--- src/rtl/cla_pkg.sv ---
// cla_pkg -- shared types and helpers for the pipelined carry-lookahead adder.
//
// Contents:
//   CLA_MAX_GROUPS : largest supported lookahead group count (WIDTH/GROUP).
//   CLA_MAX_WIDTH  : widest operand the S1 register struct can carry.
//   grp_count()    : number of lookahead groups for a given WIDTH/GROUP.
//   cla_s1_t       : contents of the S1 pipeline register. Fields are sized
//                    for the widest build; a given instance uses the low
//                    WIDTH (or WIDTH/GROUP) bits and leaves the rest at zero.
package cla_pkg;

    localparam int CLA_MAX_GROUPS = 16;
    localparam int CLA_MAX_WIDTH  = 128;

    function automatic int grp_count(input int width, input int group);
        return width / group;
    endfunction

    typedef struct packed {
        logic [CLA_MAX_WIDTH-1:0]  a;      // operand A
        logic [CLA_MAX_WIDTH-1:0]  b;      // operand B after optional inversion
        logic [CLA_MAX_WIDTH-1:0]  p;      // per-bit propagate a ^ b'
        logic [CLA_MAX_GROUPS-1:0] grp_p;  // per-group propagate
        logic [CLA_MAX_GROUPS-1:0] grp_g;  // per-group generate
        logic                      c0;     // carry into bit 0
        logic                      sub;    // operation was a subtraction
    } cla_s1_t;

endpackage

--- src/rtl/cla_group_lcu.sv ---
// cla_group_lcu -- flattened lookahead carry unit across N groups.
//
// Every group carry is built directly from c0 and the group P/G terms as a
// two-level sum of products, so no carry ripples from one group to the next.
//
// Ports:
//   c0     in  1    : carry into group 0
//   grp_p  in  N    : group propagate terms
//   grp_g  in  N    : group generate terms
//   carry  out N+1  : carry[k] is the carry into group k; carry[N] is the
//                     carry out of the top group
module cla_group_lcu #(
    parameter int N = 8
) (
    input  logic         c0,
    input  logic [N-1:0] grp_p,
    input  logic [N-1:0] grp_g,
    output logic [N:0]   carry
);

    logic term;
    logic acc;

    always_comb begin
        term     = 1'b0;
        acc      = 1'b0;
        carry    = '0;
        carry[0] = c0;
        for (int k = 1; k <= N; k++) begin
            // c0 propagated through every group below k
            acc = c0;
            for (int n = 0; n < k; n++) begin
                acc = acc & grp_p[n];
            end
            // plus each lower group's generate propagated through the groups above it
            for (int m = 0; m < k; m++) begin
                term = grp_g[m];
                for (int n = m + 1; n < k; n++) begin
                    term = term & grp_p[n];
                end
                acc = acc | term;
            end
            carry[k] = acc;
        end
    end

endmodule

--- src/rtl/pipelined_cla_adder.sv ---
// pipelined_cla_adder -- two-stage carry-lookahead adder/subtractor with
// valid/ready handshake on input and output.
//
// S1 forms b', c0, per-bit propagate and per-group P/G. S2 resolves group
// carries through cla_group_lcu, expands them to bit carries inside each
// group and registers the sum and carry-out. Results appear two cycles after
// accept; a stalled output holds both stages.
//
// Optional feature macro: CLA_FLAGS_EN adds out_ovf and out_zero.
//
// Ports:
//   clk        in   1      : clock, rising edge
//   rst_n      in   1      : asynchronous active-low reset
//   in_valid   in   1      : operands present
//   in_ready   out  1      : operands accepted this cycle
//   in_a       in   WIDTH  : operand A
//   in_b       in   WIDTH  : operand B
//   in_sub     in   1      : 1 = A-B, 0 = A+B+in_cin
//   in_cin     in   1      : carry-in (ignored when in_sub=1)
//   out_valid  out  1      : result valid
//   out_ready  in   1      : consumer accepts result
//   out_sum    out  WIDTH  : sum / difference
//   out_cout   out  1      : carry out of MSB (subtraction: 1 = no borrow)
//   out_ovf    out  1      : signed overflow (CLA_FLAGS_EN only)
//   out_zero   out  1      : out_sum is zero (CLA_FLAGS_EN only)
module pipelined_cla_adder
    import cla_pkg::*;
#(
    parameter int WIDTH = 32,
    parameter int GROUP = 4
) (
    input  logic             clk,
    input  logic             rst_n,
    input  logic             in_valid,
    output logic             in_ready,
    input  logic [WIDTH-1:0] in_a,
    input  logic [WIDTH-1:0] in_b,
    input  logic             in_sub,
    input  logic             in_cin,
    output logic             out_valid,
    input  logic             out_ready,
    output logic [WIDTH-1:0] out_sum,
    output logic             out_cout
`ifdef CLA_FLAGS_EN
    ,
    output logic             out_ovf,
    output logic             out_zero
`endif
);

    localparam int NG = grp_count(WIDTH, GROUP);

    if ((WIDTH % GROUP) != 0) begin : g_chk_mult
        $error("WIDTH must be a multiple of GROUP");
    end
    if (NG > CLA_MAX_GROUPS) begin : g_chk_groups
        $error("WIDTH/GROUP exceeds CLA_MAX_GROUPS");
    end
    if (WIDTH > CLA_MAX_WIDTH) begin : g_chk_width
        $error("WIDTH exceeds CLA_MAX_WIDTH");
    end

    // Group generate: OR over bits of g[m] propagated through all higher bits.
    function automatic logic grp_gen(input logic [GROUP-1:0] p,
                                     input logic [GROUP-1:0] g);
        logic res;
        logic t;
        res = 1'b0;
        for (int m = 0; m < GROUP; m++) begin
            t = g[m];
            for (int n = m + 1; n < GROUP; n++) begin
                t = t & p[n];
            end
            res = res | t;
        end
        return res;
    endfunction

    // Carry into each bit of a group, each one a flat sum of products of cin.
    function automatic logic [GROUP-1:0] grp_bit_carries(input logic [GROUP-1:0] p,
                                                         input logic [GROUP-1:0] g,
                                                         input logic             cin);
        logic [GROUP-1:0] c;
        logic             acc;
        logic             t;
        c = '0;
        for (int i = 0; i < GROUP; i++) begin
            acc = cin;
            for (int n = 0; n < i; n++) begin
                acc = acc & p[n];
            end
            for (int m = 0; m < i; m++) begin
                t = g[m];
                for (int n = m + 1; n < i; n++) begin
                    t = t & p[n];
                end
                acc = acc | t;
            end
            c[i] = acc;
        end
        return c;
    endfunction

    // Handshake state
    logic vld_p1_q, vld_p1_d;
    logic vld_p2_q, vld_p2_d;
    logic s2_adv;
    logic accept;

    assign s2_adv   = vld_p1_q & (~vld_p2_q | out_ready);
    assign in_ready = ~vld_p1_q | s2_adv;
    assign accept   = in_valid & in_ready;

    always_comb begin
        vld_p1_d = vld_p1_q;
        if (accept) begin
            vld_p1_d = 1'b1;
        end else if (s2_adv) begin
            vld_p1_d = 1'b0;
        end
        vld_p2_d = vld_p2_q;
        if (s2_adv) begin
            vld_p2_d = 1'b1;
        end else if (out_ready) begin
            vld_p2_d = 1'b0;
        end
    end

    // ---- Stage 1: operand conditioning and group P/G ----
    logic [WIDTH-1:0] b_cond;
    logic [WIDTH-1:0] bit_p;
    logic [WIDTH-1:0] bit_g;
    logic [NG-1:0]    grp_p_new;
    logic [NG-1:0]    grp_g_new;
    cla_s1_t          s1_p1_q, s1_p1_d;

    assign b_cond = in_sub ? ~in_b : in_b;
    assign bit_p  = in_a ^ b_cond;
    assign bit_g  = in_a & b_cond;

    always_comb begin
        grp_p_new = '0;
        grp_g_new = '0;
        for (int k = 0; k < NG; k++) begin
            grp_p_new[k] = &bit_p[k*GROUP +: GROUP];
            grp_g_new[k] = grp_gen(bit_p[k*GROUP +: GROUP], bit_g[k*GROUP +: GROUP]);
        end
    end

    always_comb begin
        s1_p1_d = s1_p1_q;
        if (accept) begin
            s1_p1_d               = '0;
            s1_p1_d.a[WIDTH-1:0]  = in_a;
            s1_p1_d.b[WIDTH-1:0]  = b_cond;
            s1_p1_d.p[WIDTH-1:0]  = bit_p;
            s1_p1_d.grp_p[NG-1:0] = grp_p_new;
            s1_p1_d.grp_g[NG-1:0] = grp_g_new;
            s1_p1_d.c0            = in_sub | in_cin;
            s1_p1_d.sub           = in_sub;
        end
    end

    // ---- Stage 2: group carries, bit carries, sum ----
    logic [WIDTH-1:0] s2_p;
    logic [WIDTH-1:0] s2_g;
    logic [NG:0]      grp_c;
    logic [WIDTH-1:0] bit_c;
    logic [WIDTH-1:0] sum_new;

    // Bit generates are recomputed from the registered operands rather than
    // carried through S1 as another WIDTH-bit field.
    assign s2_p = s1_p1_q.p[WIDTH-1:0];
    assign s2_g = s1_p1_q.a[WIDTH-1:0] & s1_p1_q.b[WIDTH-1:0];

    cla_group_lcu #(
        .N (NG)
    ) u_lcu (
        .c0    (s1_p1_q.c0),
        .grp_p (s1_p1_q.grp_p[NG-1:0]),
        .grp_g (s1_p1_q.grp_g[NG-1:0]),
        .carry (grp_c)
    );

    always_comb begin
        bit_c = '0;
        for (int k = 0; k < NG; k++) begin
            bit_c[k*GROUP +: GROUP] = grp_bit_carries(s2_p[k*GROUP +: GROUP],
                                                      s2_g[k*GROUP +: GROUP],
                                                      grp_c[k]);
        end
    end

    assign sum_new = s2_p ^ bit_c;

    logic [WIDTH-1:0] sum_p2_q, sum_p2_d;
    logic             cout_p2_q, cout_p2_d;

    always_comb begin
        sum_p2_d  = sum_p2_q;
        cout_p2_d = cout_p2_q;
        if (s2_adv) begin
            sum_p2_d  = sum_new;
            cout_p2_d = grp_c[NG];
        end
    end

    always_ff @(posedge clk or negedge rst_n) begin
        if (!rst_n) begin
            vld_p1_q  <= 1'b0;
            vld_p2_q  <= 1'b0;
            s1_p1_q   <= '0;
            sum_p2_q  <= '0;
            cout_p2_q <= 1'b0;
        end else begin
            vld_p1_q  <= vld_p1_d;
            vld_p2_q  <= vld_p2_d;
            s1_p1_q   <= s1_p1_d;
            sum_p2_q  <= sum_p2_d;
            cout_p2_q <= cout_p2_d;
        end
    end

    assign out_valid = vld_p2_q;
    assign out_sum   = sum_p2_q;
    assign out_cout  = cout_p2_q;

`ifdef CLA_FLAGS_EN
    // ---- Stage 2 flags: MSB carry-in and zero reduction ----
    logic msb_cin_p2_q, msb_cin_p2_d;
    logic zero_p2_q, zero_p2_d;

    always_comb begin
        msb_cin_p2_d = msb_cin_p2_q;
        zero_p2_d    = zero_p2_q;
        if (s2_adv) begin
            msb_cin_p2_d = bit_c[WIDTH-1];
            zero_p2_d    = ~|sum_new;
        end
    end

    always_ff @(posedge clk or negedge rst_n) begin
        if (!rst_n) begin
            msb_cin_p2_q <= 1'b0;
            zero_p2_q    <= 1'b0;
        end else begin
            msb_cin_p2_q <= msb_cin_p2_d;
            zero_p2_q    <= zero_p2_d;
        end
    end

    // Signed overflow: carry into the MSB differs from carry out of it.
    assign out_ovf  = msb_cin_p2_q ^ cout_p2_q;
    assign out_zero = zero_p2_q;
`endif

    // The sub flag and the struct bits above WIDTH/NG carry no logic in S2.
    logic unused_s1;
    assign unused_s1 = ^{s1_p1_q};

endmodule

--- config.mk ---
export PLATFORM = sky130hd
export DESIGN_NAME = pipelined_cla_adder
export DESIGN_NICKNAME = d
export VERILOG_FILES = /design/src/rtl/cla_pkg.sv /design/src/rtl/cla_group_lcu.sv /design/src/rtl/pipelined_cla_adder.sv
export SDC_FILE = /design/constraint.sdc
export NUM_CORES = 1
export LEC_CHECK = 0
export BUFFER_PORTS_ARGS = -buffer_cell sky130_fd_sc_hd__buf_4
export CAP_MARGIN = 15
export CORE_ASPECT_RATIO = 1.75
export CORE_MARGIN = 3
export CORE_UTILIZATION = 50
export DETAILED_ROUTE_END_ITERATION = 6
export PLACE_DENSITY = 0.75
export SLEW_MARGIN = 0
export SYNTH_ARGS = -nofsm -noshare
export SYNTH_HDL_FRONTEND = slang
export SYNTH_SLANG_ARGS = --single-unit
--- constraint.sdc ---
create_clock -name clk -period 2.1 [get_ports clk]
set_input_delay 0.105 -clock clk [delete_from_list [all_inputs] [get_ports clk]]
set_output_delay 0.105 -clock clk [all_outputs]
set_load 0.05 [all_outputs]
After elaboration in Yosys (flattened, before gate mapping)
Index checks and enable logic that the tools add are counted.
W data, S select, Z words.
{"block": "word_totals", "reg_bits": 146, "input_bits": 70, "out_inout_bits": 35, "word_cells": 277}
{"block": "classes", "n_mux": 5, "bitwise_logic": 252, "n_reduce_logical": 10}
{"cell": "$and A1 B1 Y1", "n": 134}
{"cell": "$or A1 B1 Y1", "n": 111}
{"cell": "$xor A32 B32 Y32", "n": 2}
{"cell": "$and A32 B32 Y32", "n": 1}
{"cell": "$mux W32", "n": 1}
{"cell": "$not A32 Y32", "n": 1}
{"cell": "$reduce_and A4 Y1", "n": 8}
{"cell": "$and A31 B31 Y31", "n": 1}
{"cell": "$mux W1", "n": 4}
{"cell": "$reduce_bool A2 Y1", "n": 2}
{"cell": "$not A1 Y1", "n": 2}

Longest topological paths before layout
Gate-level depths: netlist (run 1).
{"block": "logic_depth", "ltp_word": 21, "ltp_mapped": 9, "ltp_nobuf": 9}

Modules after synthesis
Synthesis (run 1) repeated with hierarchy kept, for this count alone.
{"block": "unflattened", "hier_cells": 555, "area_unflattened_um2": 6646.4}
{"mod": "pipelined_cla_adder", "instances": 1, "cells_per_inst": 537, "area_each_um2": 6518.8}
{"mod": "cla_group_lcu", "instances": 1, "cells_per_inst": 18, "area_each_um2": 127.6}

Least setup slack after synthesis (run 1)
No wires, ideal clock.
{"block": "synth_timing", "kind": "register to register", "start": "register vld_p2_q, in the netlist out_valid", "end": "register s1_p1_q[190] in the netlist's numbering", "arrival_ps": 2177, "slack_ps": -204, "path_stages_with_launch": 6, "path_buffers": 2, "synth_period_minus_slack_ps": 2304, "path_cell_list": "dfrtp_1 > nand3b_1 > nand2_1 > buf_4 > buf_4 > mux2_1"}
{"block": "synth_via", "elab_chain_cells": 5}
{"element": "start: declaration", "line": "pipelined_cla_adder.sv:106", "text": "logic vld_p2_q, vld_p2_d;"}
{"element": "start signal: assignment", "line": "pipelined_cla_adder.sv:217", "text": "vld_p2_q <= vld_p2_d;"}
{"element": "$not A1 Y1", "line": "pipelined_cla_adder.sv:110", "text": "assign s2_adv = vld_p1_q & (~vld_p2_q | out_ready);"}
{"element": "$or A1 B1 Y1", "line": "pipelined_cla_adder.sv:110"}
{"element": "$and A1 B1 Y1", "line": "pipelined_cla_adder.sv:110"}
{"element": "$or A1 B1 Y1", "line": "pipelined_cla_adder.sv:111", "text": "assign in_ready = ~vld_p1_q | s2_adv;"}
{"element": "net in_ready", "line": "pipelined_cla_adder.sv:35", "text": "output logic in_ready,"}
{"element": "$and A1 B1 Y1", "line": "pipelined_cla_adder.sv:112", "text": "assign accept = in_valid & in_ready;"}
{"element": "end signal: assignment", "line": "pipelined_cla_adder.sv:218", "text": "s1_p1_q <= s1_p1_d;"}
{"element": "end: declaration", "line": "pipelined_cla_adder.sv:135", "text": "cla_s1_t s1_p1_q, s1_p1_d;"}
The timed path passes the listed nets, and every way through them passes these cells.
A chain may end at the register's enable or synchronous reset.

Worst setup path in the final report (run 1)
{"block": "layout_timing", "start": "register s1_p1_q[18] in the netlist's numbering", "end": "register sum_p2_q[22], in the netlist out_sum[22]"}
{"block": "layout_via", "elab_chain_cells": 15}
{"element": "$and A1 B1 Y1 (5 in series)", "line": "cla_group_lcu.sv:33", "text": "acc = acc & grp_p[n];"}
{"element": "$or A1 B1 Y1 (5 in series)", "line": "cla_group_lcu.sv:41", "text": "acc = acc | term;"}
{"element": "$and A1 B1 Y1 (2 in series)", "line": "pipelined_cla_adder.sv:90", "text": "acc = acc & p[n];"}
{"element": "$or A1 B1 Y1 (2 in series)", "line": "pipelined_cla_adder.sv:97", "text": "acc = acc | t;"}
{"element": "$xor A32 B32 Y32", "line": "pipelined_cla_adder.sv:194", "text": "assign sum_new = s2_p ^ bit_c;"}
{"element": "end signal: assignment", "line": "pipelined_cla_adder.sv:219", "text": "sum_p2_q <= sum_p2_d;"}
{"element": "end: declaration", "line": "pipelined_cla_adder.sv:196", "text": "logic [WIDTH-1:0] sum_p2_q, sum_p2_d;"}
Every way passes these cells.

==> results.yml, run 1 <==
clock_tree:
  clk_latency_ns: 0.42
  cts_tree: "built"
  cts.path.max_buffers: 2
  cts_made_buffers: 17
  root_buffer: "clkbuf_16"
  cts_sinks: 132
  clkTransAtPathRegs_ns: 0.06
  cts_max_level: 4
placement:
  hpwl_um: 11300
  gp_congestion: 0.833
  dpl_cell_area_um2: 7680
  port_buffers: 104
yosys:
  synthesis.instances: 541
  ys_seq_area_share_pct: 50.0
  synth_ff_type: "dfrtp_1"
  syn-cell-area_um2: 6610
  synth.avg_cell_area_um2: 12.2
  synthArstFlopShare_pct: 100
  syn_nets: 651
  yosys_warnings: 0
  yosys.area.top_type: "dfrtp_1"
  synth_edf_count: 0
  synth-seq-cells: 132
  synthTopCellsByArea: "dfrtp_1, mux2_2, ha_1"
  synth_top_area_share_pct: 50.0
  synth_cell_types: 36
routing:
  route.detailed.drc: 0
  num_vias: 4908
  firstDrtPassIters: 4
  drt_wl_total_um: 16100
  ant_nets: 0
  drt_iter0_markers: 198
  drt-wirelength-per-cell_um: 18.4
  post_drt_via_cell_ratio: 5.61
timing:
  holdWs_ns: 0.0931
  period_minus_slack_ns: 2.08
  max_slew_margin_pct: 68.6
  rsz0062_at_grt: "yes"
  hold_viol_final: 0
  worst_pin_slew_ns: 0.470
  final-setup-viol-count: 0
  report.final.slew_viol_count: 0
  finalCritPeriodShare_pct: 99.0
  timing.fmax_mhz: 481
  fin_worst_skew_ns: 0.0101
min_path:
  hp-class: "input port to register"
critical_path:
  startpoint_type: "register"
  cp_max_fo: 3
  cp.required_ns: 2.38
  crit_arrival_ns: 2.36
  rrSetupSlack_ns: 0.02
  critPathKind: "register to register"
  crit_path_end_kind: "register"
floorplan:
  dieArea_um2: 14700
  io-pin-count: 105
  core_area_um2: 12900
  initial_core_util_pct: 51.1
  die_y_um: 158
  rows: 55
  chipWidth_um: 92.9
global_route:
  grt_pass1_vias: 5257
  grt_pass1_wl_um: 25700
  grt.total_usage_pct: 22.8
  antenna_found_initial: 0
  grt_overflow_total: 0
  grt_max_degree: 69
layout:
  finalInstanceArea_um2: 8690
  n_antenna_cell: 0
  finalNetCount: 801
  mostFrequentLayoutCell: "dfrtp_1"
  drive_gt1_share_pct: 33.4
  final_cell_mix: "dfrtp_1, buf_4, mux2_2, nand2_1, xor2_1"
  syn_to_final_growth_pct: 31.5
pwr:
  peakVddDrop_mv: 0.659
  p_leak_nw: 4.08
  power.density_nw_per_um2: 1210
run_status:
  status: "complete, no violations"
run:
  drv_cap: 0
## stage by stage
stage	power (mW)	std cells	setup TNS, ns	setup slack (ns)	util [%]
after floorplan	5.95	541	0	0.0221	-
after global placement	7.05	813	-0.0480	-0.0438	59.4
after detailed placement	7.19	813	-0.344	-0.0975	59.4
after CTS	10.5	872	-0.000496	-0.000496	66.7
after global routing	11.0	875	-0.259	-0.0892	67.1
final	10.5	875	0	0.0205	67.1
## synthesized netlist by cell type, drive strengths merged, types with 2 or more instances
master,n
a22oi,8
nand2b,2
nand2,45
ha,40
buf,24
nor2,4
xnor2,8
a21o,28
mux2,88
nand4,24
nand3,8
a21oi,9
o311a,8
a211oi,2
nor2b,8
or4b,8
dfrtp,132
clkbuf,2
o21ai,43
xor2,40
## state kept, by name (all words and copies together) (netlist names)
name / cells
out_cout: 1
s1_p1_q: 97
out_sum: 32
vld_p1_q: 1
out_valid: 1
## cells by family after synthesis
family	synth area share, %
XOR/XNOR	6.36
multiplexers	15.0
AND/OR/NAND/NOR	8.58
AO/OA/AOI/OAI	10.0
buffers and inverters	2.50
flip-flops	50.0
adder cells (fa/ha/maj)	7.57
## final timing paths
path | cells after the start | start | to
min reg2reg | 2 | out_sum[30] | out_sum[30]
min | 3 | out_ready | vld_p1_q
min in group asynchronous | 2 | rst_n | out_sum[29]
max in group asynchronous | 3 | rst_n | s1_p1_q[9]
max | 9 | s1_p1_q[18] | out_sum[22]
max reg2reg | 9 | s1_p1_q[18] | out_sum[22]
## repair_timing
action / 4_1_cts / 5_1_grt
hold endpoints to repair: 60 / 0
gates resized for setup: 5 / 16
setup buffers: 0 / 3
pin swaps: 0 / 20
hold buffers: 27 / 0
setup endpoints to repair: 6 / 10
## per-layer routing
metal / GRT usage [%] / vias to the layer above / share of wire [%]
met1: 25.0 / 2473 / 36
li1: - / 2275 / -
met2: 42.4 / 121 / 57
met4: 11.1 / 0 / 3.2
met3: 3.33 / 39 / 3.6
met5: 0 / - / 0
## cell type report
cell class	count	area (µm²)
repair buffers	157	1310
fillers	995	4250
multi-input cells	382	3210
flip-flops and latches	132	3300
inverters	1	3.75
clock buffers	19	443
well taps	171	214
clock inverters	13	206
## critical path, stage by stage (launching register included)
cell and delay, ns:
dfrtp_1 0.39, a211oi_2 0.32, o21bai_2 0.12, a21o_1 0.19, a21o_1 0.17, ha_2 0.16
a21o_1 0.18, a22oi_2 0.20, xor2_1 0.17, o21ai_1 0.07
## power breakdown
part | internal [mW] | switching [mW] | total (mW)
clock network | 2.14 | 1.09 | 3.22
registers | 3.21 | 0.514 | 3.73
logic | 1.42 | 2.14 | 3.56
(Power assumes the default switching activity.)
==> run 2, diff against run 1 <==
- MAX_ROUTING_LAYER: not set -> met4
- clock period: 2.1 -> 1.8 ns (I/O delays scaled with it)
==> run 2 against run 1 <==
Net effect: the flow now finishes with violations (negative setup slack); cell area grew 2.8%; routed wire length increased by 4.2%; setup slack lost 0.32 ns; power is 16% higher; register-to-register slack worse by 0.32 ns; core utilization grew 1.9 points; cell count is 2.4% higher; clock skew is 0.0063 ns lower; non-clock buffer count is 22 higher; largest power group is now combinational logic; sequential power rose by 17%; die area unchanged.
==> results.yml, run 2 (synthesis results as in run 1) <==
run_status:
  status: "complete, but fails checks"
  violations: "negative setup slack"
timing:
  report.final.slew_viol_count: 0
  timing.fmax_mhz: 477
  finalCritPeriodShare_pct: 117
  final-setup-viol-count: 19
  hold_viol_final: 0
  setup_ws_ns: -0.299
  rsz0062_at_grt: "yes"
  fin_worst_skew_ns: 0.00387
  worst_pin_slew_ns: 0.522
  max_slew_margin_pct: 65.2
  period_minus_slack_ns: 2.10
floorplan:
  io-pin-count: 105
  dieArea_um2: 14700
  die_y_um: 158
  initial_core_util_pct: 51.1
  chipWidth_um: 92.9
  core_area_um2: 12900
  rows: 55
critical_path:
  crit_arrival_ns: 2.45
  critPathKind: "register to register"
  cp_max_fo: 3
  cp-startpoint: "s1_p1_q[18]"
  rr_startpoint: "s1_p1_q[18]"
  crit_path_end_kind: "register"
  cp.required_ns: 2.15
  startpoint_type: "register"
routing:
  num_vias: 4997
  wl_met1_um: 6110
  firstDrtPassIters: 4
  drt_iter0_markers: 284
  drt_wl_total_um: 16700
  drt-wirelength-per-cell_um: 18.7
  route.detailed.drc: 0
  route.met3.wl_um: 522
  post_drt_via_cell_ratio: 5.58
  top_layer_used: "met4"
  ant_nets: 0
  met2_length_um: 9480
layout:
  finalInstanceArea_um2: 8930
  syn_to_final_growth_pct: 35.1
  mostFrequentLayoutCell: "buf_4"
  top_register: "s1_p1_q"
  largest_reg_flops: 97
  final_cells: 896
  drive_gt1_share_pct: 36.6
  n_antenna_cell: 0
  finalNetCount: 823
  final_cell_mix: "buf_4, dfrtp_1, mux2_2, nand2_1, xor2_1"
pwr:
  p_seq_share_pct: 35.9
  switching_power_mw: 4.42
  intPower_mw: 7.77
  p_leak_nw: 4.20
  power.density_nw_per_um2: 1370
  power_frac_comb_pct: 36.7
  power.total_mw: 12.2
  swShare_pct: 36.3
  power.share.clock_pct: 27.4
  peakVddDrop_mv: 0.730
placement:
  port_buffers: 104
  hpwl_um: 11500
  dpl.cell_count: 827
  gp_congestion: 0.855
  dpl_cell_area_um2: 7820
clock_tree:
  cts_tree: "built"
  cts_sinks: 132
  cts_max_level: 4
  cts_made_buffers: 17
  clk_latency_ns: 0.41
  clkTransAtPathRegs_ns: 0.05
  cts.path.max_buffers: 2
  root_buffer: "clkbuf_16"
run:
  drv_cap: 0
global_route:
  grt.total_usage_pct: 23.9
  grt_max_degree: 72
  grt_overflow_total: 0
  antenna_found_initial: 0
  grt_pass1_vias: 5370
  grt_pass1_wl_um: 26300
min_path:
  hp-start: "out_ready"
  hp-class: "input port to register"
run 2: final timing paths:
check	endpoint	slack, ns	cells past startpoint
worst max-delay path	out_sum[19]	-0.30	9
worst min-delay path	vld_p1_q	0.07	3
worst max register to register	out_sum[19]	-0.30	9
worst min register to register	s1_p1_q[25]	0.48	2
max in group asynchronous	out_sum[8]	0.87	3
min in group asynchronous	s1_p1_q[320]	0.11	2
run 2: cell type report:
type | instances | area [µm²]
Clock buffer | 28 | 537
Multi-Input combinational cell | 382 | 3340
Inverter | 1 | 3.75
Fill cell | 918 | 4010
Timing Repair Buffer | 179 | 1490
Tap cell | 171 | 214
Clock inverter | 3 | 40.0
Sequential cell | 132 | 3300
run 2: worst max-delay path, stage by stage, from the launching register on:
cell      delay [ns]
dfrtp_1         0.39
a211oi_2        0.10
o21bai_1        0.25
a21o_1          0.19
buf_4           0.13
ha_4            0.11
a21o_1          0.15
a22oi_2         0.10
or4b_1          0.55
nand3_1         0.09
run 2: what timing repair did:
| item | CTS | global route |
|---|---|---|
| hold buffers | 27 | 0 |
| endpoints found under the hold margin | 117 | 0 |
| gates cloned | 0 | 0 |
| buffers inserted | 5 | 8 |
| pin swaps | 15 | 14 |
| endpoints found under the setup margin | 16 | 21 |
| resized for setup | 29 | 10 |
run 2: through the flow:
stage	hold slack, ns	util, %	TNS (ns)	worst slack (ns)
floorplan	-0.206	-	-15.41	-0.214
global route	0.0853	69.0	-4.95	-0.397
CTS	0.0640	68.2	-1.84	-0.227
detailed placement	-0.000247	60.4	-2.20	-0.259
global placement	-0.00504	60.4	-1.33	-0.211
finish	0.0722	69.0	-3.07	-0.299
run 2: per-layer routing:
layer,GRT usage (%),vias up
met3,3.99,45
met5,-,-
met1,25.5,2517
li1,-,2319
met4,10.8,0
met2,43.1,116
run 2: power groups by stage:
stage                     sequential [mW]  clock, mW  combinational, mW
after floorplan                      5.44          0               1.55
after detailed placement             4.36          0               4.14
final                                4.38       3.34               4.47
after global placement               4.31          0               4.03
after global routing                 4.46       3.50               4.80
after CTS                            4.35       3.36               4.36
